==> config.mk <==
export PLATFORM = sky130hd
export DESIGN_NAME = cpu_host_sequencer
export DESIGN_NICKNAME = d
export VERILOG_FILES = /design/src/rtl/cpu_host_sequencer.sv
export SDC_FILE = /design/constraint.sdc
export NUM_CORES = 1
export LEC_CHECK = 0
export ABC_AREA = 1
export BUFFER_PORTS_ARGS = -buffer_cell sky130_fd_sc_hd__buf_2
export CAP_MARGIN = 20
export CORE_MARGIN = 4
export CORE_UTILIZATION = 36
export DETAILED_ROUTE_END_ITERATION = 10
export SYNTH_ARGS = -nofsm -noshare
export SYNTH_HDL_FRONTEND = slang
export SYNTH_SLANG_ARGS = --single-unit
==> constraint.sdc <==
create_clock -name clk_i -period 2.3 [get_ports clk_i]
set_clock_uncertainty 0.05 [all_clocks]
set_input_delay 0.345 -clock clk_i [delete_from_list [all_inputs] [get_ports clk_i]]
set_output_delay 0.345 -clock clk_i [all_outputs]
set_load 0.01 [all_outputs]
==> src/rtl/cpu_host_sequencer.sv <==
// Purpose: streams an instruction image into the CPU, waits a run time, then sweeps the vector readout port against golden data.
// Latency: 1 + INSTR_DEPTH + RUN_CYCLES + NUM_REGS*LANES cycles from start_i to done_o; mismatch_o lags its compare by one cycle.
// Backpressure: none; ROMs and CPU readout are combinational, start_i is ignored while busy_o=1. Optional HOST_ERR_LOG_EN adds first-error capture ports.
module cpu_host_sequencer #(
  parameter int DATA_W      = 8,
  parameter int INSTR_DEPTH = 256,
  parameter int RUN_CYCLES  = 234,
  parameter int NUM_REGS    = 16,
  parameter int LANES       = 4,
  parameter int BASE_REG    = 8,
  parameter int ADDR_W      = 5,
  parameter int ERR_W       = 8
) (
  input  logic                              clk_i,
  input  logic                              reset,
  input  logic                              start_i,
  output logic [$clog2(INSTR_DEPTH)-1:0]    irom_addr_o,
  input  logic [DATA_W-1:0]                 irom_data_i,
  output logic [$clog2(NUM_REGS*LANES)-1:0] gold_addr_o,
  input  logic [DATA_W-1:0]                 gold_data_i,
  output logic [DATA_W-1:0]                 instr_o,
  output logic                              data_or_reg_o,
  output logic [ADDR_W-1:0]                 reg_addr_o,
  output logic [$clog2(LANES)-1:0]          lane_addr_o,
  input  logic [DATA_W-1:0]                 value_i,
  output logic                              busy_o,
  output logic                              done_o,
  output logic                              pass_o,
  output logic                              mismatch_o,
  output logic [ERR_W-1:0]                  err_cnt_o
`ifdef HOST_ERR_LOG_EN
  ,
  output logic [$clog2(NUM_REGS*LANES)-1:0] first_err_idx_o,
  output logic [DATA_W-1:0]                 first_err_val_o
`endif
);

  localparam int NPAT  = NUM_REGS * LANES;
  localparam int IA_W  = $clog2(INSTR_DEPTH);
  localparam int G_W   = $clog2(NPAT);
  localparam int L_W   = $clog2(LANES);
  localparam int CMAX  = (INSTR_DEPTH > RUN_CYCLES) ? INSTR_DEPTH : RUN_CYCLES;
  localparam int CNT_W = $clog2(CMAX + 1);

  localparam logic [CNT_W-1:0] LOAD_LAST = CNT_W'(INSTR_DEPTH);
  localparam logic [CNT_W-1:0] RUN_LAST  = CNT_W'(RUN_CYCLES - 1);
  localparam logic [G_W-1:0]   J_LAST    = G_W'(NPAT - 1);
  localparam logic [ERR_W-1:0] ERR_MAX   = '1;

  typedef enum logic [2:0] {S_IDLE, S_LOAD, S_RUN, S_CHECK, S_DONE} state_t;

  state_t            state_q, state_d;
  logic [CNT_W-1:0]  cnt_q, cnt_d;
  logic [G_W-1:0]    j_q, j_d;
  logic [DATA_W-1:0] instr_q, instr_d;
  logic              busy_q, busy_d;
  logic              done_q, done_d;
  logic              pass_q, pass_d;
  logic              mismatch_q, mismatch_d;
  logic [ERR_W-1:0]  err_q, err_d;
  logic              mis_now;
`ifdef HOST_ERR_LOG_EN
  logic [G_W-1:0]    fidx_q, fidx_d;
  logic [DATA_W-1:0] fval_q, fval_d;
`endif

  // Next-state and datapath: LOAD counts one extra cycle so the last ROM byte is shown before instr_o drops to 0.
  always_comb begin
    state_d    = state_q;
    cnt_d      = cnt_q;
    j_d        = j_q;
    instr_d    = instr_q;
    busy_d     = busy_q;
    done_d     = done_q;
    pass_d     = pass_q;
    mismatch_d = 1'b0;
    err_d      = err_q;
    mis_now    = 1'b0;
`ifdef HOST_ERR_LOG_EN
    fidx_d     = fidx_q;
    fval_d     = fval_q;
`endif
    case (state_q)
      S_IDLE, S_DONE: begin
        if (start_i) begin
          state_d = S_LOAD;
          cnt_d   = '0;
          j_d     = '0;
          instr_d = '0;
          busy_d  = 1'b1;
          done_d  = 1'b0;
          pass_d  = 1'b0;
          err_d   = '0;
`ifdef HOST_ERR_LOG_EN
          fidx_d  = '0;
          fval_d  = '0;
`endif
        end
      end
      S_LOAD: begin
        if (cnt_q == LOAD_LAST) begin
          instr_d = '0;
          cnt_d   = '0;
          state_d = S_RUN;
        end else begin
          instr_d = irom_data_i;
          cnt_d   = cnt_q + 1'b1;
        end
      end
      S_RUN: begin
        instr_d = '0;
        if (cnt_q == RUN_LAST) begin
          cnt_d   = '0;
          state_d = S_CHECK;
        end else begin
          cnt_d = cnt_q + 1'b1;
        end
      end
      S_CHECK: begin
        mis_now    = (value_i != gold_data_i);
        mismatch_d = mis_now;
        if (mis_now && (err_q != ERR_MAX)) begin
          err_d = err_q + 1'b1;
        end
`ifdef HOST_ERR_LOG_EN
        // A saturated counter never returns to zero, so err_q==0 marks the first mismatch.
        if (mis_now && (err_q == '0)) begin
          fidx_d = j_q;
          fval_d = value_i;
        end
`endif
        if (j_q == J_LAST) begin
          j_d     = '0;
          state_d = S_DONE;
          busy_d  = 1'b0;
          done_d  = 1'b1;
          pass_d  = (err_d == '0);
        end else begin
          j_d = j_q + 1'b1;
        end
      end
      default: state_d = S_IDLE;
    endcase
  end

  // State and output registers; reset aborts any sequence without reporting a result.
  always_ff @(posedge clk_i or posedge reset) begin
    if (reset) begin
      state_q    <= S_IDLE;
      cnt_q      <= '0;
      j_q        <= '0;
      instr_q    <= '0;
      busy_q     <= 1'b0;
      done_q     <= 1'b0;
      pass_q     <= 1'b0;
      mismatch_q <= 1'b0;
      err_q      <= '0;
`ifdef HOST_ERR_LOG_EN
      fidx_q     <= '0;
      fval_q     <= '0;
`endif
    end else begin
      state_q    <= state_d;
      cnt_q      <= cnt_d;
      j_q        <= j_d;
      instr_q    <= instr_d;
      busy_q     <= busy_d;
      done_q     <= done_d;
      pass_q     <= pass_d;
      mismatch_q <= mismatch_d;
      err_q      <= err_d;
`ifdef HOST_ERR_LOG_EN
      fidx_q     <= fidx_d;
      fval_q     <= fval_d;
`endif
    end
  end

  // Readout addresses derive from the pattern index; j_q idles at 0 so they rest at BASE_REG / top lane.
  assign irom_addr_o   = (state_q == S_LOAD) ? cnt_q[IA_W-1:0] : '0;
  assign gold_addr_o   = j_q;
  assign reg_addr_o    = ADDR_W'(BASE_REG) + ADDR_W'(j_q >> L_W);
  assign lane_addr_o   = L_W'(LANES - 1) - j_q[L_W-1:0];
  assign data_or_reg_o = 1'b1;
  assign instr_o       = instr_q;
  assign busy_o        = busy_q;
  assign done_o        = done_q;
  assign pass_o        = pass_q;
  assign mismatch_o    = mismatch_q;
  assign err_cnt_o     = err_q;
`ifdef HOST_ERR_LOG_EN
  assign first_err_idx_o = fidx_q;
  assign first_err_val_o = fval_q;
`endif

endmodule

* Word level (Yosys, flattened, before mapping) *
Cells that the tools add are included.

word-level totals
  register bits after elaboration = 38
  input port bits = 27
  output and inout bits = 42
  word-level logic and storage cells = 65

cells by class
  add/sub/neg operators = 5
  equal/unequal tests = 13
  muxes and demuxes = 28
  reduce and logical (&&, ||, !) cells = 10

operators with widths
  kind                 count
  $mux 8               5
  $mux 9               3
  $pmux 9 s3           1
  $pmux 8 s3           1
  $pmux 8 s2           1
  $mux 3               4
  $mux 6               2
  $pmux 3 s4           1
  $pmux 6 s2           1
  $add 9x1->9 const B  1
  $eq 9x8->1 const B   1
  $eq 9x9->1 const B   1
  $add 8x1->8 const B  1
  $logic_not 8->1      1
  $ne 2x2->1 const B   4
  $ne 8x8->1           1
  $ne 8x8->1 const B   1
  $add 6x1->6 const B  1
  $eq 3x2->1 const B   2
  $eq 6x6->1 const B   1
  $mux 1               6
  $pmux 1 s2           3
  $add 4x4->5 const A  1
  $reduce_and 2->1     2
  other kinds (10)     10

* Longest topological paths before layout *
  depth in word-level cells = 7
  gate-level depth with buffers = 13
  gate-level depth less buffers = 13

* Worst setup path before layout *
No wires, ideal clock.

  kind = register -> register
  start = register err_q[0] (netlist: err_cnt_o[0])
  end = register pass_q (netlist: pass_o)
  setup time = 0.117 ns
  data arrival time = 1.454 ns
  required time = 2.133 ns
  path slack = 0.679 ns
  stages on the path, launching flop included = 11
  path buffers = 0
  period minus slack after synthesis = 1.621 ns
  path through = dfrtp_1 ha_1 nand3_1 nor3_2 inv_2 nand2_2 nand2_1 o21ai_0 nor2_1 nand3_1 nand2_1

between the ends
  cells in the longest elaborated chain, start to end = 7
  elaborated cells between the ends (all ways) = 8
  classes of those cells = add/sub: 1; eq/ne: 1; mux: 4; reduce/logical: 2

ends and longest elaborated chain
  item                                                 RTL line  text
  start, declared                                      60        logic [ERR_W-1:0] err_q, err_d;
  start signal, assigned                               171       err_q <= err_d;
  branches (longest 2 deep; another with $add 8x1->8)  -
  $mux 8 *                                             122       if (mis_now && (err_q != ERR_MAX)) begin
  $mux 8 *                                             83        case (state_q)
  $logic_not 8->1 *                                    137       pass_d = (err_d == '0);
  $mux 1 *                                             132       if (j_q == J_LAST) begin
  $pmux 1 s2 *                                         83
  end signal, assigned                                 169       pass_q <= pass_d;
  end, declared                                        58        logic pass_q, pass_d;

Every way passes the cells marked *. The select of a mux whose other input is x is not followed.
A chain may end at the register's enable or synchronous reset.

* Worst setup path after layout *
  start = register state_q[2]
  end = register cnt_q[6]

between the ends
  cells in the longest elaborated chain, start to end = 4
  elaborated cells between the ends (all ways) = 9
  classes of those cells = eq/ne: 4; mux: 1; reduce/logical: 4

ends and longest elaborated chain
  item                                                              RTL line  text
  start, declared                                                   52        state_t state_q, state_d;
  start signal, assigned                                            163       state_q <= state_d;
  $eq 3x3->1 / $logic_not 3->1 (equally long branches)              83
  $reduce_or 2->1                                                   83
  $ne 2x2->1 (no line) / $reduce_bool 3->1 (equally long branches)  -
  $reduce_and 2->1 (no line)                                        -
  end signal, assigned                                              164       cnt_q <= cnt_d;
  end, declared                                                     53        logic [CNT_W-1:0] cnt_q, cnt_d;

Several ways; a longest one is shown, not always the timed one.

==> flow_summary.toml <==
[sta]
max_freq_mhz = 536
report.final.slew_viol_count = 0
timing_hold_violations_final = 0
setup_tns_ps = 0
rsz0062_at_grt = "false"
finalCritPeriodShare_pct = 81.1
period_minus_slack_ps = 1870
holdWs_ps = 109
setup_violations = 0

[critical_path]
path_cells = "inv_2, nand3_2, nand2_2, inv_1, nand2_2, inv_1, nor2_2, inv_1, o21ai_1, a21oi_1"
critPathLaunchType = "flop"
critPathSlowestCell = "dfrtp_1"
path_buf_inv = 4
reg2reg_from = "state_q[2]"
crit_family = "simple AND/OR/NAND/NOR gates"
worstSetupPathType = "reg -> reg"
timing.rr.end = "cnt_q[6]"
ff2ff_setup_slack_ps = 430
worst_r2r_path_depth = 10
arrival_ps = 1990
slowest_delay_ps = 420
cpMostUsedCell = "inv_1"
worst_setup_path_end_kind = "flop"
critPathRequiredTime_ps = 2420
worstPathMaxFanout = 11

[synthesis]
synth_cell_types = 32
syn_area_mm2 = 0.00231
syn-instance-count = 305
yosysWarnings = 0
avgSynthCellArea_um2 = 7.59
ys_ff_latch = 38
synth_nets = 337
seq_area_frac_synth_pct = 41.1

[grt]
grt_max_degree = 39
track_usage_pct = 14.6
antenna_found_initial = 0
grt_pass1_wl_mm = 9.04
overflow = 0
grt_pass1_vias = 1979

[status]
status = "finished, final reports clean"

[routing]
route.met2.wl_mm = 2.53
drc = 0
first_pass_iters = 4
routedWlPerCell_um = 12.0
viasPerCell = 4.76
vias = 2129
drtIter0Drc = 154
wl_met1_mm = 2.39
top_layer = "met4"
wl_met3_um = 368
routed_wl_mm = 5.36
postRouteAntennaNets = 0

[power]
power_frac_comb_pct = 42.5
intPower_mw = 1.72
p_leak_nw = 1.50
switching_share_pct = 41.5
p_clk_share_pct = 24.0
seqPwrFrac_pct = 33.5
switchingPower_mw = 1.22
ir_drop_v = 0.000412
p_per_area_mw_per_mm2 = 1040

[clocking]
clock_latency_ps = 290
cts_tree = "yes"
cts_resized = 0
cts_setup_buffers = 0
cts_buffers = 5
cts_hold_buffers = 0
clockBufferDepth = 2
clk_pin_slew_worst_paths_ps = 80
cts_sinks = 38
clock-root-buffer = "clkbuf_8"
cts.htree.levels = 2

[flow_run]
maxCapViolCount = 0

[layout]
drive_above_1_share_pct = 26.9
final_cell_area_mm2 = 0.00282
antenna_cells = 0
final_common_cell = "buf_2"
nets = 403
layout_common_cells = "buf_2, nand2_1, inv_1, dfrtp_1, nor2_1"
fin_util_pct = 46.2
area_growth_pct = 21.7

[placement]
globalplace.congestion = 0.886
place_area_mm2 = 0.00268
hpwl_mm = 4.10
port_buffers = 67

[hold_path]
hold_class = "in -> async"

[floorplanning]
start_util_pct = 38.0
rows = 28
core_area_mm2 = 0.00610
die_w_um = 88.2
chipHeight_um = 88.2
pin_count = 69
dieArea_mm2 = 0.00778
## cell families (layout without fill, tap and decap cells)
group | Yosys count | after routing | synth area share [%]
compound gates | 45 | 45 | 10.9
xor+xnor | 10 | 10 | 3.78
fa+ha+maj | 5 | 5 | 2.70
buf+inv | 71 | 138 | 13.6
flops | 38 | 38 | 41.1
other cells | 1 | 1 | 0.162
simple gates | 135 | 135 | 27.8
## flip-flops by register name (all words and copies together) (netlist names)
signal,count
gold_addr_o,6
state_q,3
pass_o,1
mismatch_o,1
instr_o,8
done_o,1
cnt_q,9
busy_o,1
err_cnt_o,8
## cell type report
class	instances	area [um^2]
flip-flops and latches	38	951
clock buffers	6	82.6
clock inverters	2	60.1
repair buffers	69	350
fillers	644	3280
well taps	75	93.8
multi-input cells	196	1050
inverters	61	230
## cell usage after synthesis, drive strengths merged
master,n,area [um^2]
clkinv,1,5.00
dfrtp,38,951
inv,60,225
conb,1,3.75
nand2,72,290
and3,1,6.26
nor4,1,6.26
o21ai,27,135
nand4,4,25.0
a21oi,8,40.0
nand3,23,125
nor3b,1,7.51
ha,5,62.6
xor2,6,52.6
xnor2,4,35.0
nor2,26,110
o21bai,1,18.8
nor3,7,72.6
buf,10,83.8
o22ai,7,43.8
a211oi,2,15.0
## power by group through the flow
stage          combinational [mW]  clock (mW)  sequential (mW)
2_1_floorplan               0.922           0             1.02
3_3_place_gp                 1.25           0            0.993
3_5_place_dp                 1.26           0            0.997
4_1_cts                      1.26       0.717            0.987
5_1_grt                      1.43       0.753             1.02
6_report                     1.25       0.705            0.983
## worst register-to-register path, stage by stage, from the launching register on
cell and delay [ps]:
dfrtp_1 420, inv_2 90, nand3_2 200, nand2_2 120
inv_1 50, nand2_2 190, inv_1 240, nor2_2 240
inv_1 50, o21ai_1 60, a21oi_1 50
## worst max path at each step
stage / from / endpoint / cells past startpoint
finish: state_q[2] / cnt_q[6] / 10
global route: cnt_q[0] / state_q[0] / 8
CTS: state_q[2] / cnt_q[6] / 10
detailed placement: state_q[2] / cnt_q[6] / 10
global placement: state_q[2] / cnt_q[6] / 10
floorplan: err_cnt_o[0] / pass_o / 10
## stage by stage
| step | setup WS, ps | cells | power (mW) |
|---|---|---|---|
| 2_1_floorplan | 679 | 305 | 1.94 |
| 3_3_place_gp | 459 | 439 | 2.24 |
| 3_5_place_dp | 423 | 439 | 2.26 |
| 4_1_cts | 410 | 447 | 2.97 |
| 5_1_grt | 248 | 447 | 3.20 |
| 6_report | 434 | 447 | 2.93 |
## layer usage
metal  GRT usage [%]  vias up
met3            2.82        4
met1            19.6      985
li1                -     1082
met5               0        -
met2            23.6       58
met4            4.95        0
No activity file was read; power rests on OpenSTA's default activity.
